[src/rtl/chord_cmd_decoder_pkg.sv]
// Shared calculator definitions: chord FSM states, ucode command codes and the
// default 4-button chord-to-command map.
package calc_pkg;

  typedef enum logic [1:0] {
    S_IDLE,
    S_HOLD,
    S_RPT,
    S_WAIT_REL
  } state_t;

  typedef enum logic [3:0] {
    ST_NOP = 4'd0,
    ST_PSH = 4'd1,
    ST_POP = 4'd2,
    ST_ADD = 4'd3,
    ST_SUB = 4'd4,
    ST_TOP = 4'd5,
    ST_RST = 4'd6,
    ST_INC = 4'd7,
    ST_DEC = 4'd8
  } st_cmd_t;

  // Bits 0/1 are the action buttons, bits 2/3 the modifiers.
  function automatic st_cmd_t chord_to_cmd(input logic [3:0] i_chord);
    case (i_chord)
      4'd1:    return ST_PSH;
      4'd2:    return ST_POP;
      4'd5:    return ST_ADD;
      4'd6:    return ST_SUB;
      4'd9:    return ST_TOP;
      4'd10:   return ST_RST;
      4'd13:   return ST_INC;
      4'd14:   return ST_DEC;
      default: return ST_NOP;
    endcase
  endfunction

endpackage

[src/rtl/chord_cmd_decoder_debounce.sv]
// Single-button debouncer: the accepted level follows the input only after
// DB_SAMPLES consecutive ticks at the new level.
module btn_debounce #(
  parameter int DB_SAMPLES = 4
) (
  input  logic iClk,
  input  logic iRst,
  input  logic iTick,
  input  logic iBtn,
  output logic oBtn
);

  localparam int CW = (DB_SAMPLES > 1) ? $clog2(DB_SAMPLES) : 1;

  logic [CW-1:0] r_cnt;
  logic          r_level;

  always_ff @(posedge iClk or posedge iRst) begin
    if (iRst) begin
      r_level <= 1'b0;
      r_cnt   <= '0;
    end else if (iTick) begin
      if (iBtn == r_level) begin
        r_cnt <= '0;
      end else if (r_cnt == CW'(DB_SAMPLES - 1)) begin
        r_level <= iBtn;
        r_cnt   <= '0;
      end else begin
        r_cnt <= r_cnt + 1'b1;
      end
    end
  end

  assign oBtn = r_level;

endmodule

[src/rtl/chord_cmd_decoder.sv]
// Button-chord command front end: debounces the buttons, latches one action plus
// modifiers, and hands the chord to the ucode sequencer on a valid/ready port.
module chord_cmd_decoder
  import calc_pkg::*;
#(
  parameter int                   NUM_BTNS   = 4,
  parameter logic [NUM_BTNS-1:0]  MOD_MASK   = NUM_BTNS'('hC),
  parameter int                   TICK_DIV   = 25000,
  parameter int                   DB_SAMPLES = 4,
  parameter int                   RPT_EN     = 0,
  parameter int                   RPT_DELAY  = 50,
  parameter int                   RPT_PERIOD = 10
) (
  input  logic                iClk,
  input  logic                iRst,
  input  logic [NUM_BTNS-1:0] iBtns,
  input  logic                iCmdReady,
  output logic                oCmdValid,
  output logic [NUM_BTNS-1:0] oChord,
  output logic                oRepeat,
  output logic                oOvf,
  output logic [NUM_BTNS-1:0] oBtnsDb
);

  localparam int TW   = (TICK_DIV > 1) ? $clog2(TICK_DIV) : 1;
  localparam int RMAX = (RPT_DELAY > RPT_PERIOD) ? RPT_DELAY : RPT_PERIOD;
  localparam int RW   = $clog2(RMAX + 1);

  logic [NUM_BTNS-1:0] r_sync1, r_sync2;
  logic [TW-1:0]       r_tick_cnt;
  logic                w_tick;
  logic [NUM_BTNS-1:0] w_db, w_act, w_mod;

  // NOTE: non-blocking assignments let each stage sample the previous stage's old value.
  always_ff @(posedge iClk or posedge iRst) begin
    if (iRst) begin
      r_sync1    <= '0;
      r_sync2    <= '0;
      r_tick_cnt <= '0;
    end else begin
      r_sync1    <= iBtns;
      r_sync2    <= r_sync1;
      r_tick_cnt <= w_tick ? '0 : r_tick_cnt + 1'b1;
    end
  end

  assign w_tick = (r_tick_cnt == TW'(TICK_DIV - 1));

  for (genvar g = 0; g < NUM_BTNS; g++) begin : g_db
    btn_debounce #(.DB_SAMPLES(DB_SAMPLES)) u_db (
      .iClk  (iClk),
      .iRst  (iRst),
      .iTick (w_tick),
      .iBtn  (r_sync2[g]),
      .oBtn  (w_db[g])
    );
  end

  assign w_act = w_db & ~MOD_MASK;
  assign w_mod = w_db & MOD_MASK;

  state_t              r_state, w_state_nxt;
  logic [NUM_BTNS-1:0] r_chord, w_chord_nxt;
  logic [RW-1:0]       r_rpt_cnt;
  logic                w_emit, w_emit_rpt, w_rpt_clr;
  logic                w_held_act, w_other_act;
  logic                r_valid, r_rpt, r_ovf;
  logic [NUM_BTNS-1:0] r_out_chord;

  // r_chord only ever carries a single action bit, so these split "same" from "another".
  assign w_held_act  = |(w_act & r_chord);
  assign w_other_act = |(w_act & ~r_chord);

  // NOTE: every signal driven here gets a default first, so no latch is inferred.
  always_comb begin
    w_state_nxt = r_state;
    w_chord_nxt = r_chord;
    w_emit      = 1'b0;
    w_emit_rpt  = 1'b0;
    w_rpt_clr   = 1'b0;
    case (r_state)
      S_IDLE: begin
        if ($countones(w_act) == 1) begin
          w_state_nxt = S_HOLD;
          w_chord_nxt = w_act | w_mod;
        end else if ($countones(w_act) > 1) begin
          w_state_nxt = S_WAIT_REL;
        end
      end
      S_HOLD: begin
        w_chord_nxt = r_chord | w_mod;
        if (w_other_act) begin
          w_state_nxt = S_WAIT_REL;
          w_chord_nxt = '0;
        end else if (!w_held_act) begin
          w_emit      = 1'b1;
          w_state_nxt = S_IDLE;
        end else if ((RPT_EN != 0) && w_tick && (r_rpt_cnt == RW'(RPT_DELAY - 1))) begin
          w_emit      = 1'b1;
          w_emit_rpt  = 1'b1;
          w_state_nxt = S_RPT;
        end
      end
      S_RPT: begin
        if (w_other_act) begin
          w_state_nxt = S_WAIT_REL;
          w_chord_nxt = '0;
        end else if (!w_held_act) begin
          w_state_nxt = S_IDLE;
        end else if (w_tick && (r_rpt_cnt == RW'(RPT_PERIOD - 1))) begin
          w_emit     = 1'b1;
          w_emit_rpt = 1'b1;
          w_rpt_clr  = 1'b1;
        end
      end
      S_WAIT_REL: begin
        if (w_act == '0) w_state_nxt = S_IDLE;
      end
      default: w_state_nxt = S_IDLE;
    endcase
  end

  always_ff @(posedge iClk or posedge iRst) begin
    if (iRst) begin
      r_state   <= S_IDLE;
      r_chord   <= '0;
      r_rpt_cnt <= '0;
    end else begin
      r_state <= w_state_nxt;
      r_chord <= w_chord_nxt;
      if ((w_state_nxt != r_state) || w_rpt_clr) begin
        r_rpt_cnt <= '0;
      end else if (w_tick && (r_rpt_cnt != RW'(RMAX))) begin
        r_rpt_cnt <= r_rpt_cnt + 1'b1;
      end
    end
  end

  // A new command may replace the pending one only in the cycle it is accepted.
  always_ff @(posedge iClk or posedge iRst) begin
    if (iRst) begin
      r_valid     <= 1'b0;
      r_rpt       <= 1'b0;
      r_ovf       <= 1'b0;
      r_out_chord <= '0;
    end else if (w_emit) begin
      if (!r_valid || iCmdReady) begin
        r_valid     <= 1'b1;
        r_out_chord <= w_chord_nxt;
        r_rpt       <= w_emit_rpt;
      end else begin
        r_ovf <= 1'b1;
      end
    end else if (r_valid && iCmdReady) begin
      r_valid <= 1'b0;
    end
  end

  assign oCmdValid = r_valid;
  assign oChord    = r_out_chord;
  assign oRepeat   = r_rpt;
  assign oOvf      = r_ovf;
  assign oBtnsDb   = w_db;

endmodule

[config.mk]
export PLATFORM = sky130hd
export DESIGN_NAME = chord_cmd_decoder
export DESIGN_NICKNAME = d
export VERILOG_FILES = /design/src/rtl/chord_cmd_decoder_pkg.sv /design/src/rtl/chord_cmd_decoder_debounce.sv /design/src/rtl/chord_cmd_decoder.sv
export SDC_FILE = /design/constraint.sdc
export NUM_CORES = 1
export LEC_CHECK = 0
export CAP_MARGIN = 20
export CORE_MARGIN = 10
export CORE_UTILIZATION = 53
export CTS_CLUSTER_DIAMETER = 200
export CTS_CLUSTER_SIZE = 14
export DETAILED_ROUTE_END_ITERATION = 12
export PLACE_DENSITY = 0.76
export SLEW_MARGIN = 20
export SYNTH_ARGS = -nofsm -noshare
export SYNTH_HDL_FRONTEND = slang
export SYNTH_HIERARCHICAL = 1
export SYNTH_SLANG_ARGS = --single-unit
[constraint.sdc]
create_clock -name iClk -period 2.3 [get_ports iClk]
set_input_delay 0.46 -clock iClk [delete_from_list [all_inputs] [get_ports iClk]]
set_output_delay 0.46 -clock iClk [all_outputs]
set_load 0.05 [all_outputs]
==> qor.txt <==
Cell Area, Placed: 3010 sq um
post-CTS setup buffer count: 0
die height: 91.3 microns
gr usage total: 12.6%
Switch Pwr: 330 uW
Remaining DRCs: 0
Final Max Tran Viols: 0
Synth Warn #: 6
Worst Max-Slew Pin Slew: 0.517 ns
worst skew pair latency: 0.30 ns
Synth cell types: 43
post-route clock period utilization: 95.4%
WP data arrival: 2.39 ns
DP HPWL: 3910 microns
area growth from synthesis to final layout: 15.2%
Worst Skew: 0.00647 ns
Synth Cell Area: 2690 sq um
initial DRC count: 54
post-route design area: 3100 sq um
final hold vios: 0
P_int: 1.19 mW
CP Capture Type: flip-flop
drt total wl: 5060 microns
first-pass GRT wire length: 8800 microns
Core Box Area: 4820 sq um
antenna viol nets, final: 0
CTS max path bufs: 2
fin cells: 359
worst-path fanout max: 4
Leak: 1.41 nW
# rows: 25
CTS Sinks: 54
Seq pwr share: 63.3%
max cap viols: 0
Root Driver: clkbuf_8
Inserted Clock Buffers: 5
Starting Density: 55.9%
RSZ-0062 raised after global routing: false
Crit Path Category: flip-flop to flip-flop
Reg2Reg Launch Point: r_tick_cnt[4]
clock share of power: 34.3%
Vias per Instance: 5.38
Pwr Density: 488 nW/um^2
Die ar.: 8330 sq um
setup violators final: 0
gpl congestion: 0.923
setup TNS: 0 ns
post-layout util: 64.4%
clock-pin slew of the registers on the worst-case setup and hold paths: 0.10 ns
Hold Buf Count CTS: 0
Switching Fraction: 21.8%
Min-Delay Endpoint: r_sync2[0]
PostCTS Resize Cnt: 0
number of global-route vias before repair: 1852
Worst VDD drop: 0.345 mV
dpl cells: 351
Syn Area/Cell: 10.4 sq um
Via Count: 1930
hold crit path type: flip-flop to flip-flop
reg2reg end: oChord[2]
f_max: 456 MHz
Die X: 91.3 microns
hold_sp: r_sync1[0]
power share of the combinational group: 2.5%
H-tree levels: 2
layout cell share with drive strength beyond 1: 10.3%
IO Pins: 18
Syn Inst Count: 260
fin crit period: 2.19 ns
grt ovf: 0
worst hold path depth: 0
relative slew slack: 65.2%
post-synthesis register bit count: 54
R2R depth: 5
nets: 313
fill count: 401
synthesized net count: 282
wire per inst: 14.1 microns
Antenna diodes: 0
post-synthesis sequential area ratio: 50.2%
CP Launch Type: flip-flop
largest net degree at the start of global routing: 35
Worst Path Required: 2.50 ns
CTS tree: yes
Pre-antenna DRT Iters: 4
initial antenna violation count: 0
R2R Setup Slk: 0.11 ns
status: finished clean
port buffer count: 17
cell usage after synthesis:
cell,count,area (sq um)
nor2b_1,5,31.3
a21oi_1,9,45.0
a221oi_1,1,8.76
nand3b_1,3,22.5
nor4_1,1,6.26
a21bo_2,1,10.0
xor2_1,11,96.3
a22o_1,2,17.5
o211ai_1,1,7.51
nand3_1,9,45.0
and3_1,1,6.26
xnor2_1,8,70.1
a21oi_4,1,16.3
nand4b_1,2,17.5
o22ai_1,10,62.6
mux2_1,1,11.3
clkbuf_1,3,11.3
nor3b_1,1,7.51
mux2_2,7,78.8
nor4_4,1,21.3
o31ai_1,2,15.0
nor2_1,19,71.3
or3b_1,4,35.0
nand4bb_1,1,11.3
ha_1,15,188
or3_1,2,12.5
a311oi_1,1,8.76
o21bai_1,1,7.51
nand2_1,24,90.1
nand2b_1,4,25.0
a21o_1,2,15.0
nor3_1,3,15.0
dfrtp_1,54,1350
o21a_1,1,7.51
o21ai_0,11,55.1
nand4_2,1,12.5
a221o_1,1,10.0
a211oi_1,2,15.0
o311ai_0,1,8.76
or4_4,1,11.3
inv_1,26,97.6
nand4_1,4,25.0
a31oi_1,2,12.5
registers in the layout, summed over array words and instances (netlist names), 4 cells and up:
| signal | flops |
|---|---|
| r_sync1 | 4 |
| g_db.u_db/oBtn | 4 |
| r_chord | 4 |
| r_tick_cnt | 15 |
| g_db.u_db/r_cnt | 8 |
| oChord | 4 |
| r_sync2 | 4 |
| r_rpt_cnt | 6 |
critical path, stage by stage, from the launching register on:
cell     delay, ns
dfrtp_1       0.41
or4_4         0.55
nor4_4        0.32
nand4_2       0.20
a21oi_4       0.24
mux2_2        0.36
final cells by class:
class / count / area, sq um / area share [%]
clock buffers: 5 / 68.8 / 2.22
inverters: 26 / 97.6 / 3.15
repair buffers: 27 / 249 / 8.02
multi-input cells: 177 / 1230 / 39.8
flip-flops and latches: 54 / 1350 / 43.5
clock inverters: 3 / 18.8 / 0.605
well taps: 67 / 83.8 / 2.70
logic make-up (layout without fill, tap and decap cells):
group,after synthesis,after routing,share of synthesized area [%]
mux,8,8,3.34
flops,54,54,50.2
buf+inv,29,61,4.04
compound gates,49,49,12.0
fa+ha+maj,15,15,6.97
xor+xnor,19,19,6.18
simple gates,86,86,17.3
metal layers:
metal  up-vias  global-route usage, %  share of wire, %  wire length (microns)
met5         -                      0                 0                      0
met4         0                   4.70               1.7                     88
met3         8                   2.55               3.5                    178
met2        31                   21.0                48                   2450
met1       934                   15.8                46                   2340
li1        957                      -                 -                      -
layout by cell type, fill, tap and decap left out, types with 2 or more instances in the layout:
| master | instances |
|---|---|
| dfrtp_1 | 54 |
| inv_1 | 26 |
| nand2_1 | 24 |
| nor2_1 | 19 |
| clkdlybuf4s50_1 | 17 |
| ha_1 | 15 |
| o21ai_0 | 11 |
| xor2_1 | 11 |
| o22ai_1 | 10 |
| a21oi_1 | 9 |
| nand3_1 | 9 |
| buf_4 | 9 |
| xnor2_1 | 8 |
| mux2_2 | 7 |
| nor2b_1 | 5 |
| clkbuf_8 | 5 |
| nand2b_1 | 4 |
| nand4_1 | 4 |
| or3b_1 | 4 |
| nand3b_1 | 3 |
| nor3_1 | 3 |
| nand4b_1 | 2 |
| a21o_1 | 2 |
| a31oi_1 | 2 |
| o31ai_1 | 2 |
| a211oi_1 | 2 |
| or3_1 | 2 |
| a22o_1 | 2 |
| clkinv_2 | 2 |
power by group through the flow:
stage	logic, mW	registers (mW)	clock network [mW]
global route	0.0422	0.960	0.578
CTS	0.0388	0.959	0.542
detailed placement	0.0387	0.978	0
floorplan	0.0190	0.977	0
finish	0.0373	0.959	0.519
global placement	0.0385	0.977	0
metrics by stage:
stage	power, mW	hold slack, ns	worst slack [ns]
finish	1.52	0.357	0.107
global route	1.58	0.369	0.0270
CTS	1.54	0.361	0.0675
detailed placement	1.02	0.337	0.0591
global placement	1.02	0.333	0.145
floorplan	0.996	0.214	0.0262
how the worst max path moves through the flow:
stage / from / end
6_report: r_tick_cnt[4] / oChord[2]
5_1_grt: r_tick_cnt[4] / r_rpt_cnt[1]
4_1_cts: r_tick_cnt[4] / r_rpt_cnt[1]
3_5_place_dp: r_tick_cnt[4] / r_rpt_cnt[1]
3_3_place_gp: r_tick_cnt[4] / r_rpt_cnt[1]
2_1_floorplan: r_tick_cnt[6] / g_db[0].u_db/r_cnt[0]
Power figures use the tool's default switching activity.
